**src/rtl/control_fsm.sv**
```systemverilog
// control_fsm: command sequencer driving ALU launch, latency wait and register write-back.
// Optional sticky illegal-op trap enabled by defining CONTROL_ILLEGAL_TRAP_EN.
module control_fsm #(
    parameter int CMD_W      = 16,
    parameter int ALU_W      = 8,
    parameter int MUL_CYCLES = 3,
    parameter int COUNT_W    = 16
) (
    input  logic               clk,
    input  logic               reset,
    input  logic               cmd_valid,
    output logic               cmd_ready,
    input  logic [CMD_W-1:0]   command_code,
    output logic [ALU_W-1:0]   alu_control_command,
    output logic               alu_start,
    output logic               regwrite_control,
    output logic               busy,
    output logic               illegal_op,
    output logic               illegal_trap,
    output logic [COUNT_W-1:0] retired_count
);
`ifdef CONTROL_ILLEGAL_TRAP_EN
    localparam bit TRAP_EN = 1'b1;
`else
    localparam bit TRAP_EN = 1'b0;
`endif
    typedef enum logic [1:0] {IDLE, EXEC, WAIT, WB} state_t;
    state_t             state_q;
    logic [7:0]         cnt_q;
    logic [ALU_W-1:0]   alu_cmd_q;
    logic               ready_q, start_q, wr_q, ill_q, trap_q;
    logic [COUNT_W-1:0] count_q;
    logic               legal;
    assign legal = command_code != '0 && command_code <= CMD_W'(16);
    // cnt_q holds the number of WAIT cycles still to run after EXEC
    always_ff @(posedge clk) begin
        if (reset) begin
            state_q   <= IDLE;
            cnt_q     <= '0;
            alu_cmd_q <= '0;
            ready_q   <= 1'b1;
            start_q   <= 1'b0;
            wr_q      <= 1'b0;
            ill_q     <= 1'b0;
            trap_q    <= 1'b0;
            count_q   <= '0;
        end else begin
            start_q <= 1'b0;
            wr_q    <= 1'b0;
            ill_q   <= 1'b0;
            case (state_q)
                IDLE: if (cmd_valid && ready_q) begin
                    if (legal) begin
                        state_q   <= EXEC;
                        alu_cmd_q <= ALU_W'(command_code);
                        cnt_q     <= command_code == CMD_W'(3) ? 8'(MUL_CYCLES - 1) : 8'd0;
                        start_q   <= 1'b1;
                        ready_q   <= 1'b0;
                    end else begin
                        ill_q <= 1'b1;
                        if (TRAP_EN) begin
                            trap_q  <= 1'b1;
                            ready_q <= 1'b0;
                        end
                    end
                end
                EXEC: begin
                    state_q <= cnt_q == 8'd0 ? WB : WAIT;
                    wr_q    <= cnt_q == 8'd0;
                end
                WAIT: begin
                    cnt_q   <= cnt_q - 1'b1;
                    state_q <= cnt_q == 8'd1 ? WB : WAIT;
                    wr_q    <= cnt_q == 8'd1;
                end
                WB: begin
                    state_q   <= IDLE;
                    alu_cmd_q <= '0;
                    ready_q   <= 1'b1;
                    count_q   <= count_q + 1'b1;
                end
            endcase
        end
    end
    assign cmd_ready           = ready_q;
    assign alu_control_command = alu_cmd_q;
    assign alu_start           = start_q;
    assign regwrite_control    = wr_q;
    assign busy                = state_q != IDLE;
    assign illegal_op          = ill_q;
    assign illegal_trap        = trap_q;
    assign retired_count       = count_q;
endmodule
```
**config.mk**
```make
export PLATFORM = sky130hd
export DESIGN_NAME = control_fsm
export DESIGN_NICKNAME = d
export VERILOG_FILES = /design/src/rtl/control_fsm.sv
export SDC_FILE = /design/constraint.sdc
export NUM_CORES = 1
export LEC_CHECK = 0
export CORE_ASPECT_RATIO = 1.5
export CORE_MARGIN = 2
export CORE_UTILIZATION = 49
export CTS_BUF_LIST = sky130_fd_sc_hd__clkbuf_8
export CTS_CLUSTER_SIZE = 20
export DETAILED_ROUTE_END_ITERATION = 10
export PLACE_DENSITY = 0.81
export SLEW_MARGIN = 20
export SYNTH_ARGS = -nofsm -noshare
export SYNTH_HDL_FRONTEND = slang
export SYNTH_SLANG_ARGS = --single-unit
```
**constraint.sdc**
```tcl
create_clock -name clk -period 1.9 [get_ports clk]
set_input_delay 0.19 -clock clk [delete_from_list [all_inputs] [get_ports clk]]
set_output_delay 0.19 -clock clk [all_outputs]
set_load 0.05 [all_outputs]
```
# ---- Word level (Yosys, flattened, before mapping)
# Index checks and enable logic that the tools add are counted.
dict set report totals {
  regBits 38
  input_bits 19
  out_inout_bits 30
  wordCells 50
}
dict set report classes {
  n_addsub 2
  n_lt_le_gt_ge 1
  n_eq_ne 7
  mux 18
  bitwise_logic 2
  n_reduce_logical 12
}
# op n
set op_table {}
lappend op_table {{8-bit 2-to-1 mux} 4}
lappend op_table {{8-bit case mux with 2 select lines} 2}
lappend op_table {{16-bit by 1-bit adder with 16-bit output, second input constant} 1}
lappend op_table {{16-bit by 2-bit equality test with 1-bit output, second input constant} 1}
lappend op_table {{16-bit by 5-bit less-or-equal comparator with 1-bit output, second input constant} 1}
lappend op_table {{16-bit nonzero test} 1}
lappend op_table {{8-bit by 1-bit equality test with 1-bit output, second input constant} 1}
lappend op_table {{8-bit logical NOT} 1}
lappend op_table {{2-bit case mux with 4 select lines} 1}
lappend op_table {{8-bit by 1-bit subtractor with 8-bit output, second input constant} 1}
lappend op_table {{1-bit 2-to-1 mux} 6}
lappend op_table {{2-bit 2-to-1 mux} 3}
lappend op_table {{3-bit AND reduction} 2}
lappend op_table {{2-bit nonzero test} 3}
lappend op_table {{2-bit equality test, second input constant} 2}
lappend op_table {{2-bit inequality test, second input constant} 2}
lappend op_table {{1-bit case mux with 2 select lines} 2}
lappend op_table {{3-bit OR reduction} 1}
lappend op_table {{2-bit by 1-bit equality test with 1-bit output, second input constant} 1}
lappend op_table {{1-bit logical AND} 2}
lappend op_table {{2-bit logical NOT} 1}
lappend op_table {{1-bit inverter} 2}
lappend op_table {{2-bit AND reduction} 1}

# ---- Longest topological paths before layout
# Gate-level depths: netlist of the first run.
dict set report logic_depth {
  ltp_word 5
  mapped_depth 8
  ltp_nobuf 6
}

# ---- Worst setup path before layout of the first run
# OpenSTA, ideal clock, no wires.
dict set report synth_timing {
  path_type {reg2reg}
  start {reg state_q[0]}
  end {reg cnt_q[2]}
  setup_time_ns 0.070
  arrival_time_ns 1.735
  t_required_ns 1.830
  path_slack_ns 0.095
  path_stages_with_launch 8
  path_buffers 1
  period_less_slack_ns 1.805
  cell_sequence {dfxtp_1 inv_1 ha_1 inv_1 a32oi_4 buf_6 or3_1 a21oi_1}
}
dict set report synth_between {
  elab_chain_cells 3
  elab_cells_between_ends 7
  classes_between {3 x eq/ne; 1 x mux; 3 x reduce/logical}
}
# item line_no
set synth_rtl {}
lappend synth_rtl {{from (decl)} 28} ;# state_t state_q;
lappend synth_rtl {{from (signal assigned)} 68} ;# state_q <= cnt_q == 8'd0 ? WB : WAIT;
lappend synth_rtl {{from (signal assigned)} 73} ;# state_q <= cnt_q == 8'd1 ? WB : WAIT;
lappend synth_rtl {{2-bit equality test or 2-bit logical NOT (tied branches)} 51} ;# case (state_q)
lappend synth_rtl {{2-bit nonzero test (no line) or 2-bit inequality test (tied branches)} -}
lappend synth_rtl {{3-bit AND reduction (no line)} -}
lappend synth_rtl {{to (signal assigned)} 56} ;# cnt_q <= command_code == CMD_W'(3) ? 8'(MUL_CYCLES - 1) : 8'd0;
lappend synth_rtl {{to (signal assigned)} 72} ;# cnt_q <= cnt_q - 1'b1;
lappend synth_rtl {{to (decl)} 29} ;# logic [7:0] cnt_q;
# Several ways; a longest one is shown, not always the timed one.
# A chain may end at the register's enable or synchronous reset.

# ---- Final worst setup path of the first run
dict set report layout_timing {
  start {in command_code[0]}
  end {reg cnt_q[4]}
}
dict set report layout_between {
  elab_chain_cells 4
  elab_cells_between_ends 5
  classes_between {1 x order compare; 1 x eq/ne; 3 x reduce/logical}
}
# item line_no
set layout_rtl {}
lappend layout_rtl {{from (decl)} 13} ;# input logic [CMD_W-1:0] command_code,
lappend layout_rtl {{16-bit by 5-bit less-or-equal comparator with 1-bit output or 16-bit nonzero test (tied branches)} 34} ;# assign legal = command_code != '0 && command_code <= CMD_W'(16);
lappend layout_rtl {{1-bit logical AND *} 34}
lappend layout_rtl {{2-bit inequality test (no line) *} -}
lappend layout_rtl {{3-bit AND reduction (no line) *} -}
# Every way passes the cells marked *; elsewhere a longest branch is shown, timed or not.

==> impl_metrics.tcl, run 1 <==
set metrics [dict create \
    grt_overflow 0 \
    finalPower_mw 1.44 \
    syn_inst 194 \
    avgSynthCellArea_sq_um 9.16 \
    crit_end "cnt_q[4]" \
    die_area_sq_um 4140 \
    r2r_slack_ns 0.16 \
    layout_setup_ws_ns 0.121 \
    synth-seq-cells 38 \
    cts_root_buf "clkbuf_8" \
    timing.hold.ws_ns 0.472 \
    drive_gt1_share_pct 10.4 \
    r2r-end "cnt_q[1]" \
    relSlewSlack_pct 65.1 \
    grt_max_degree 16 \
    peakVddDrop_v 0.000504 \
    clockBufferDepth 2 \
    clock_skew_ns 0.00365 \
    cts_tree "built" \
    critPathLaunchType "primary input" \
    required_ns 2.12 \
    setup.worst_path.start "command_code[0]" \
    std_cell_rows 26 \
    max_stage_delay_ns 0.46 \
    vias 1581 \
    syn_area_sq_um 1780 \
    fmax_ghz 0.562 \
    drt-total-wl_microns 3990 \
    grt_use_total_pct 22.2 \
    cts_buffers 5 \
    finalHoldViolCount 0 \
    dp_hpwl_microns 3100 \
    final_common_cell "clkdlybuf4s50_1" \
    finalSetupViolCount 0 \
    syn_nets 222 \
    postCtsHoldBufs 0 \
    worstPathCellList "clkdlybuf4s50_1 -> nor4_4 -> xnor2_2 -> a32oi_4 -> or3_1 -> a21oi_1" \
    synth-edff-count 0 \
    syn2layout_area_growth_pct 37.4 \
    antenna_cells 0 \
    rsz0062_at_grt "no" \
    cts_resized 0 \
    drc 0 \
    finalMaxSlewViolations 0 \
    portBuffers 47 \
    async_reset_ff_share_pct 0 \
    die_w_microns 53.2 \
    layout_common_cells "clkdlybuf4s50_1 (46), dfxtp_1 (38), nor2_1 (26)" \
    yosys_warnings 0 \
    hold_class "flip-flop to flip-flop" \
    ant_nets 0 \
    via_per_inst 5.40 \
    ys_seq_area_share_pct 42.8 \
    antenna_found_initial 0 \
    cts_setup_buffers 0 \
    endpoint_kind "flip-flop" \
    p_leak_nw 0.935 \
    grt_first_pass_wirelength_microns 6860 \
    clock_latency_ns 0.28 \
    ys_types 40 \
    place_congestion 0.825 \
    cts_sinks 38 \
    clkTransAtPathRegs_ns 0.07 \
    path_max_fanout 15 \
    post_drt_wl_per_cell_microns 13.6 \
    maxCapViolCount 0 \
    setup_tns_ns 0 \
    synth-main-ff-cell "dfxtp_1" \
    power_per_cell_area_nw_per_um2 589 \
    firstDrtPassIters 4 \
    r2r_cells 6 \
    crit_path_top_delay_cell "clkdlybuf4s50_1" \
    critPathArrivalTime_ns 2.00 \
    die_h_microns 77.8 \
    core_area_sq_um 3450 \
    start_util_pct 51.6 \
    r2r_start "state_q[1]" \
    path_class "primary input to flip-flop" \
    ios 49 \
    grt_pass1_vias 1550 \
    finalCritPeriodShare_pct 93.6 \
    fin_crit_ns 1.78 \
    place_ws_ns -0.173 \
    n_fill_cell 286 \
    status "complete, no violations" \
    nNetsFinal 280 \
    drtIter0Drc 18 \
    h-tree-depth 2 \
    worstMarginPinSlew_ns 0.522 \
]
[synth_stat cells, types with 2 or more instances]
cell type / instances / share of area (%)
buf_4: 2 / 0.84
dfxtp_1: 38 / 43
xor2_1: 9 / 4.4
nand3_1: 7 / 2.0
or3_1: 10 / 3.5
and3_1: 5 / 1.8
mux2i_1: 2 / 1.1
o21ai_0: 4 / 1.1
nand2_1: 8 / 1.7
clkbuf_1: 5 / 1.1
o21ai_1: 5 / 1.4
a21oi_1: 9 / 2.5
a211oi_1: 2 / 0.84
and4_1: 3 / 1.5
nor3b_1: 3 / 1.3
nor2_1: 26 / 5.5
ha_1: 9 / 6.3
nor4_1: 3 / 1.1
nor3_1: 4 / 1.1
inv_1: 9 / 1.9
a22oi_1: 6 / 2.5
nand4_1: 4 / 1.4
xnor2_1: 4 / 2.0
[sequential cells by signal, summed over array words and instances, names as in the netlist]
name / flops
state_q: 2
alu_start: 1
illegal_op: 1
regwrite_control: 1
cmd_ready: 1
cnt_q: 8
alu_control_command: 8
retired_count: 16
[how the worst min path moves through the flow]
stage                                   endpoint  depth (start not counted)              startpoint
after floorplan           alu_control_command[0]                          2         command_code[0]
after CTS                 alu_control_command[5]                          1  alu_control_command[5]
after global routing      alu_control_command[7]                          1  alu_control_command[7]
after global placement    alu_control_command[5]                          1  alu_control_command[5]
final                     alu_control_command[5]                          1  alu_control_command[5]
after detailed placement  alu_control_command[5]                          1  alu_control_command[5]
[kinds of logic after synthesis]
group	after synthesis	synth area share [%]
simple gates	79	24.2
mux	2	1.13
buf+inv	18	4.71
flops	38	42.8
xor+xnor	14	7.32
fa+ha+maj	9	6.33
compound gates	33	13.3
other cells	1	0.211
[where the power goes]
group | switching (mW) | internal [mW] | leakage, nW
Combinational | 0.0478 | 0.0546 | 0.586
Sequential | 0.000631 | 0.798 | 0.306
Clock | 0.259 | 0.280 | 0.0431
Total | 0.307 | 1.13 | 0.935
[per-layer routing]
metal | track usage, % | up-vias | wire length, microns
met5 | 0 | - | 0
met4 | 8.97 | 0 | 45
met3 | 5.38 | 4 | 111
met2 | 40.5 | 22 | 2240
met1 | 23.0 | 757 | 1590
li1 | - | 798 | -
[critical path, delay by kind of cell]
family                    cells  cell delay [ns]
xor gates and xnor gates      1             0.19
and+or+nand+nor               2             0.75
AOI/OAI and AO/OA             2             0.40
buffers and inverters         1             0.46
[cell type report]
cell class	instances	area, sq um	share of cell area, %
sequential	38	761	31.1
clock buffer	6	82.6	3.38
tap	42	52.6	2.15
inverter	9	33.8	1.38
timing repair buffer	60	578	23.7
multi-input combinational	138	935	38.3
[per-stage QoR]
step / std cells / util (%) / instance area [sq um]
floorplan: 194 / - / 1780
global placement: 287 / 68.4 / 2360
detailed placement: 287 / 68.4 / 2360
CTS: 293 / 70.8 / 2440
global route: 293 / 70.8 / 2440
finish: 293 / 70.8 / 2440
(Power assumes the default switching activity.)
==> run 2, diff against run 1 <==
--- a/config.mk
+++ b/config.mk
@@ -7,11 +7,11 @@
 export LEC_CHECK = 0
 export CORE_ASPECT_RATIO = 1.5
 export CORE_MARGIN = 2
-export CORE_UTILIZATION = 49
+export CORE_UTILIZATION = 50
 export CTS_BUF_LIST = sky130_fd_sc_hd__clkbuf_8
 export CTS_CLUSTER_SIZE = 20
 export DETAILED_ROUTE_END_ITERATION = 10
-export PLACE_DENSITY = 0.81
+export DONT_BUFFER_PORTS = 1
 export SLEW_MARGIN = 20
 export SYNTH_ARGS = -nofsm -noshare
 export SYNTH_HDL_FRONTEND = slang
==> constraint.sdc (replaced) <==
create_clock -name clk -period 2.27 [get_ports clk]
set_input_delay 0.3405 -clock clk [delete_from_list [all_inputs] [get_ports clk]]
set_output_delay 0.3405 -clock clk [all_outputs]
set_load 0.05 [all_outputs]
==> run 2 against run 1 <==
  * First-iteration DRC count rose by 78%
  * Core utilization fell by 13 points
  * Register-to-register slack improved by 0.30 ns
  * Flip-flop and latch count did not move
  * Non-clock buffer count fell by 46
  * Total power fell by 23%
  * Sequential share of layout area rose by 7.6 points
  * Routed wire length fell by 7.3%
==> impl_metrics.tcl, run 2 (same netlist as run 1, synthesis figures left out) <==
set metrics [dict create \
    cts_root_buf "clkbuf_8" \
    critPathArrivalTime_ns 2.02 \
    rsz0062_at_grt "no" \
    post_drt_wl_per_cell_microns 14.9 \
    setup_tns_ns 0 \
    postCtsHoldBufs 0 \
    endpoint_kind "flip-flop" \
    grt_pass1_vias 1454 \
    std_cell_rows 26 \
    h-tree-depth 2 \
    fin_util_pct 57.4 \
    firstDrtPassIters 4 \
    die_h_microns 77.0 \
    p_leak_nw 0.776 \
    clock_latency_ns 0.28 \
    finalCritPeriodShare_pct 79.8 \
    start_util_pct 52.1 \
    antenna_found_initial 0 \
    min_from "reset" \
    finalHoldViolCount 0 \
    cts_tree "built" \
    peakVddDrop_v 0.000420 \
    power_per_cell_area_nw_per_um2 566 \
    fin_crit_ns 1.81 \
    hold_class "primary input to flip-flop" \
    status "complete, no violations" \
    clockBufferDepth 2 \
    ant_nets 0 \
    die_area_sq_um 4060 \
    worstMarginPinSlew_ns 0.585 \
    fmax_ghz 0.552 \
    clock_skew_ns 0.00818 \
    drtIter0Drc 32 \
    path_max_fanout 15 \
    grt_use_total_pct 19.6 \
    dp_hpwl_microns 2820 \
    place_congestion 0.824 \
    finalSetupViolCount 0 \
    required_ns 2.48 \
    cts_setup_buffers 0 \
    critPathLaunchType "flip-flop" \
    relSlewSlack_pct 61.0 \
    antenna_cells 0 \
    cts_sinks 38 \
    maxCapViolCount 0 \
    core_area_sq_um 3420 \
    final_area_sq_um 1960 \
    grt_max_degree 34 \
    cts_buffers 5 \
    via_per_inst 5.78 \
    dpl-instance-area_sq_um 1890 \
    syn2layout_area_growth_pct 10.3 \
    grt_first_pass_wirelength_microns 6140 \
    finalMaxSlewViolations 0 \
    die_w_microns 52.7 \
    path_class "flip-flop to flip-flop" \
    portBuffers 0 \
    drt-total-wl_microns 3700 \
    cts_resized 0 \
    grt_overflow 0 \
    drive_gt1_share_pct 11.7 \
    nNetsFinal 234 \
    final_common_cell "dfxtp_1" \
    r2r_start "state_q[1]" \
    ios 49 \
    vias 1434 \
    clkTransAtPathRegs_ns 0.07 \
    layout_common_cells "dfxtp_1 (38), nor2_1 (26), buf_4 (14)" \
    drc 0 \
    largest_reg_flops 16 \
    setup.worst_path.start "state_q[1]" \
]
-- run 2: cell type report --
type / instances / area, sq um
flip-flops and latches: 38 / 761
repair buffers: 14 / 105
well taps: 42 / 52.6
fillers: 321 / 1450
inverters: 9 / 33.8
clock inverters: 2 / 7.51
multi-input cells: 138 / 933
clock buffers: 5 / 68.8
-- run 2: through the flow --
step                      worst slack [ns]  power [mW]  cells  hold WS, ns
after floorplan                      0.465       0.715    194        0.458
after global placement               0.478       0.709    241        0.410
after detailed placement             0.417       0.710    241        0.410
after CTS                            0.442        1.12    248        0.105
after global routing                 0.303        1.15    248        0.101
final                                0.459        1.11    248        0.111
-- run 2: routing by layer --
layer | part of all wire (%) | routed length (microns) | GRT usage (%)
met1 | 37 | 1380 | 19.8
met2 | 57 | 2110 | 36.3
met3 | 4.1 | 150 | 5.64
met4 | 1.8 | 65 | 6.67
met5 | 0 | 0 | 0
-- run 2: path summary, 6_finish.rpt --
| check | to | slack (ns) | cells after the start |
|---|---|---|---|
| hold / removal | cnt_q[1] | 0.11 | 1 |
| setup / recovery | cnt_q[1] | 0.46 | 6 |
| setup reg to reg | cnt_q[1] | 0.46 | 6 |
| hold reg to reg | cnt_q[0] | 0.50 | 2 |
-- run 2: where the power goes --
part | internal [mW] | switching [mW] | total (mW)
sequential | 0.668 | 0.00404 | 0.672
combinational | 0.00843 | 0.0144 | 0.0229
clock | 0.202 | 0.213 | 0.415
total | 0.878 | 0.232 | 1.11
-- run 2: critical path: stages (launching register included) --
cell,delay [ns]
dfxtp_1,0.39
inv_1,0.10
ha_1,0.24
and3_1,0.24
a32oi_4,0.46
a221oi_1,0.11
a211oi_2,0.20
==> run 3, diff against run 2 <==
==> constraint.sdc (replaced) <==
create_clock -name clk -period 1.9 [get_ports clk]
set_input_delay 0.285 -clock clk [delete_from_list [all_inputs] [get_ports clk]]
set_output_delay 0.285 -clock clk [all_outputs]
set_load 0.05 [all_outputs]
==> run 3 against run 2 <==
  * Critical path depth stayed put
  * Via count decreased by 0.70%
  * Core utilization up 2.2 points
  * Largest cell class unchanged
  * Non-clock buffer count is 8 higher
  * Clock power grew 35%
==> impl_metrics.tcl, run 3 (same netlist as run 1, synthesis figures left out) <==
set metrics [dict create \
    status "complete, no violations" \
    largest_reg_flops 16 \
    drtIter0Drc 18 \
    dpl-instance-area_sq_um 1950 \
    path_class "flip-flop to flip-flop" \
    syn2layout_area_growth_pct 14.6 \
    met2_length_microns 2110 \
    cts_root_buf "clkbuf_8" \
    final_common_cell "dfxtp_1" \
    maxCapViolCount 0 \
    clockBufferDepth 2 \
    antenna_cells 0 \
    ant_nets 0 \
    relSlewSlack_pct 64.9 \
    critPathTopFamily "simple AND/OR/NAND/NOR gates" \
    h-tree-depth 2 \
    post_drt_wl_per_cell_microns 14.8 \
    grt_pass1_vias 1452 \
    p_comb_share_pct 2.0 \
    cts_tree "built" \
    drc 0 \
    wl_met3_microns 146 \
    grt_max_degree 34 \
    drt-total-wl_microns 3800 \
    power.clock.fraction_pct 40.4 \
    n_fill_cell 315 \
    grt_use_total_pct 21.3 \
    antenna_found_initial 0 \
    p_int_mw 1.10 \
    worstPathCellList "inv_1 -> ha_1 -> and3_1 -> a32oi_4 -> or3_1 -> a21oi_1" \
    clock_latency_ns 0.29 \
    drive_gt1_share_pct 15.8 \
    place_ws_ns 0.129 \
    die_w_microns 52.7 \
    portBuffers 0 \
    cts_sinks 38 \
    fin_crit_ns 1.77 \
    std_cell_rows 26 \
    place_congestion 0.811 \
    firstDrtPassIters 4 \
    layout_setup_ws_ns 0.131 \
    layout_common_cells "dfxtp_1 (38), nor2_1 (26), buf_4 (22)" \
    path_max_fanout 15 \
    fmax_ghz 0.565 \
    met1_length_microns 1470 \
    finalCritPeriodShare_pct 93.1 \
    nNetsFinal 242 \
    crit_path_top_delay_cell "or3_1" \
    p_leak_nw 0.825 \
    top_layer_used "met4" \
    finalMaxSlewViolations 0 \
    grt_first_pass_wirelength_microns 6490 \
    dp_hpwl_microns 2870 \
    die_area_sq_um 4060 \
    grt_overflow 0 \
    pwr-share-seq_pct 57.6 \
    cts_setup_buffers 0 \
    worstMarginPinSlew_ns 0.527 \
    postCtsHoldBufs 0 \
    peakVddDrop_v 0.000599 \
    ios 49 \
    via_per_inst 5.54 \
    final_area_sq_um 2040 \
    clock_skew_ns 0.00573 \
    power_per_cell_area_nw_per_um2 683 \
    start_util_pct 52.1 \
    max_stage_delay_ns 0.40 \
    required_ns 2.12 \
    setup_tns_ns 0 \
    clkTransAtPathRegs_ns 0.07 \
    finalHoldViolCount 0 \
    critPathArrivalTime_ns 1.99 \
    critPathLaunchType "flip-flop" \
    p_sw_share_pct 21.3 \
    cts_buffers 5 \
    core_area_sq_um 3420 \
    switching_power_mw 0.297 \
    critPathBufInv 1 \
    die_h_microns 77.0 \
    cts_resized 0 \
    vias 1424 \
    hold_class "primary input to flip-flop" \
    endpoint_kind "flip-flop" \
    finalSetupViolCount 0 \
    rsz0062_at_grt "no" \
]
-- run 3: through the flow --
step                instances  power [mW]  utilization, %  hold slack [ns]
floorplan                 194       0.855               -            0.433
global placement          249       0.847            57.0            0.353
detailed placement        249       0.848            57.0            0.355
CTS                       257        1.41            59.6           0.0407
global route              257        1.45            59.6           0.0365
finish                    257        1.39            59.6           0.0519
-- run 3: power groups by stage --
stage               registers, mW  logic, mW  clock network, mW
detailed placement          0.821     0.0276                  0
floorplan                   0.820     0.0343                  0
global placement            0.821     0.0269                  0
CTS                         0.802     0.0277              0.580
global route                0.802     0.0304              0.621
finish                      0.802     0.0276              0.562
-- run 3: final cells by class --
cell class                 count  area [sq um]  area share, %
multi-input combinational    138           933           45.8
sequential                    38           761           37.3
timing repair buffer          22           165           8.11
clock buffer                   6          82.6           4.05
tap                           42          52.6           2.58
inverter                       9          33.8           1.66
clock inverter                 2          8.76          0.430
-- run 3: path summary, 6_finish.rpt --
path	slack (ns)	startpoint	depth (start not counted)	endpoint
worst max register to register	0.13	state_q[1]	6	cnt_q[6]
worst min register to register	0.50	cnt_q[7]	2	cnt_q[7]
worst min-delay path	0.05	reset	1	cnt_q[1]
worst max-delay path	0.13	state_q[1]	6	cnt_q[6]
-- run 3: metal layers --
metal  vias to the layer above  GRT usage [%]
li1                        722              -
met1                       675           21.7
met2                        21           37.6
met3                         6           6.23
met4                         0           10.8
met5                         -              0
-- run 3: worst register-to-register path, stage by stage (launching register included) --
cell and delay [ns]:
dfxtp_1 0.33, inv_1 0.11, ha_1 0.22, and3_1 0.26, a32oi_4 0.22, or3_1 0.40
a21oi_1 0.16
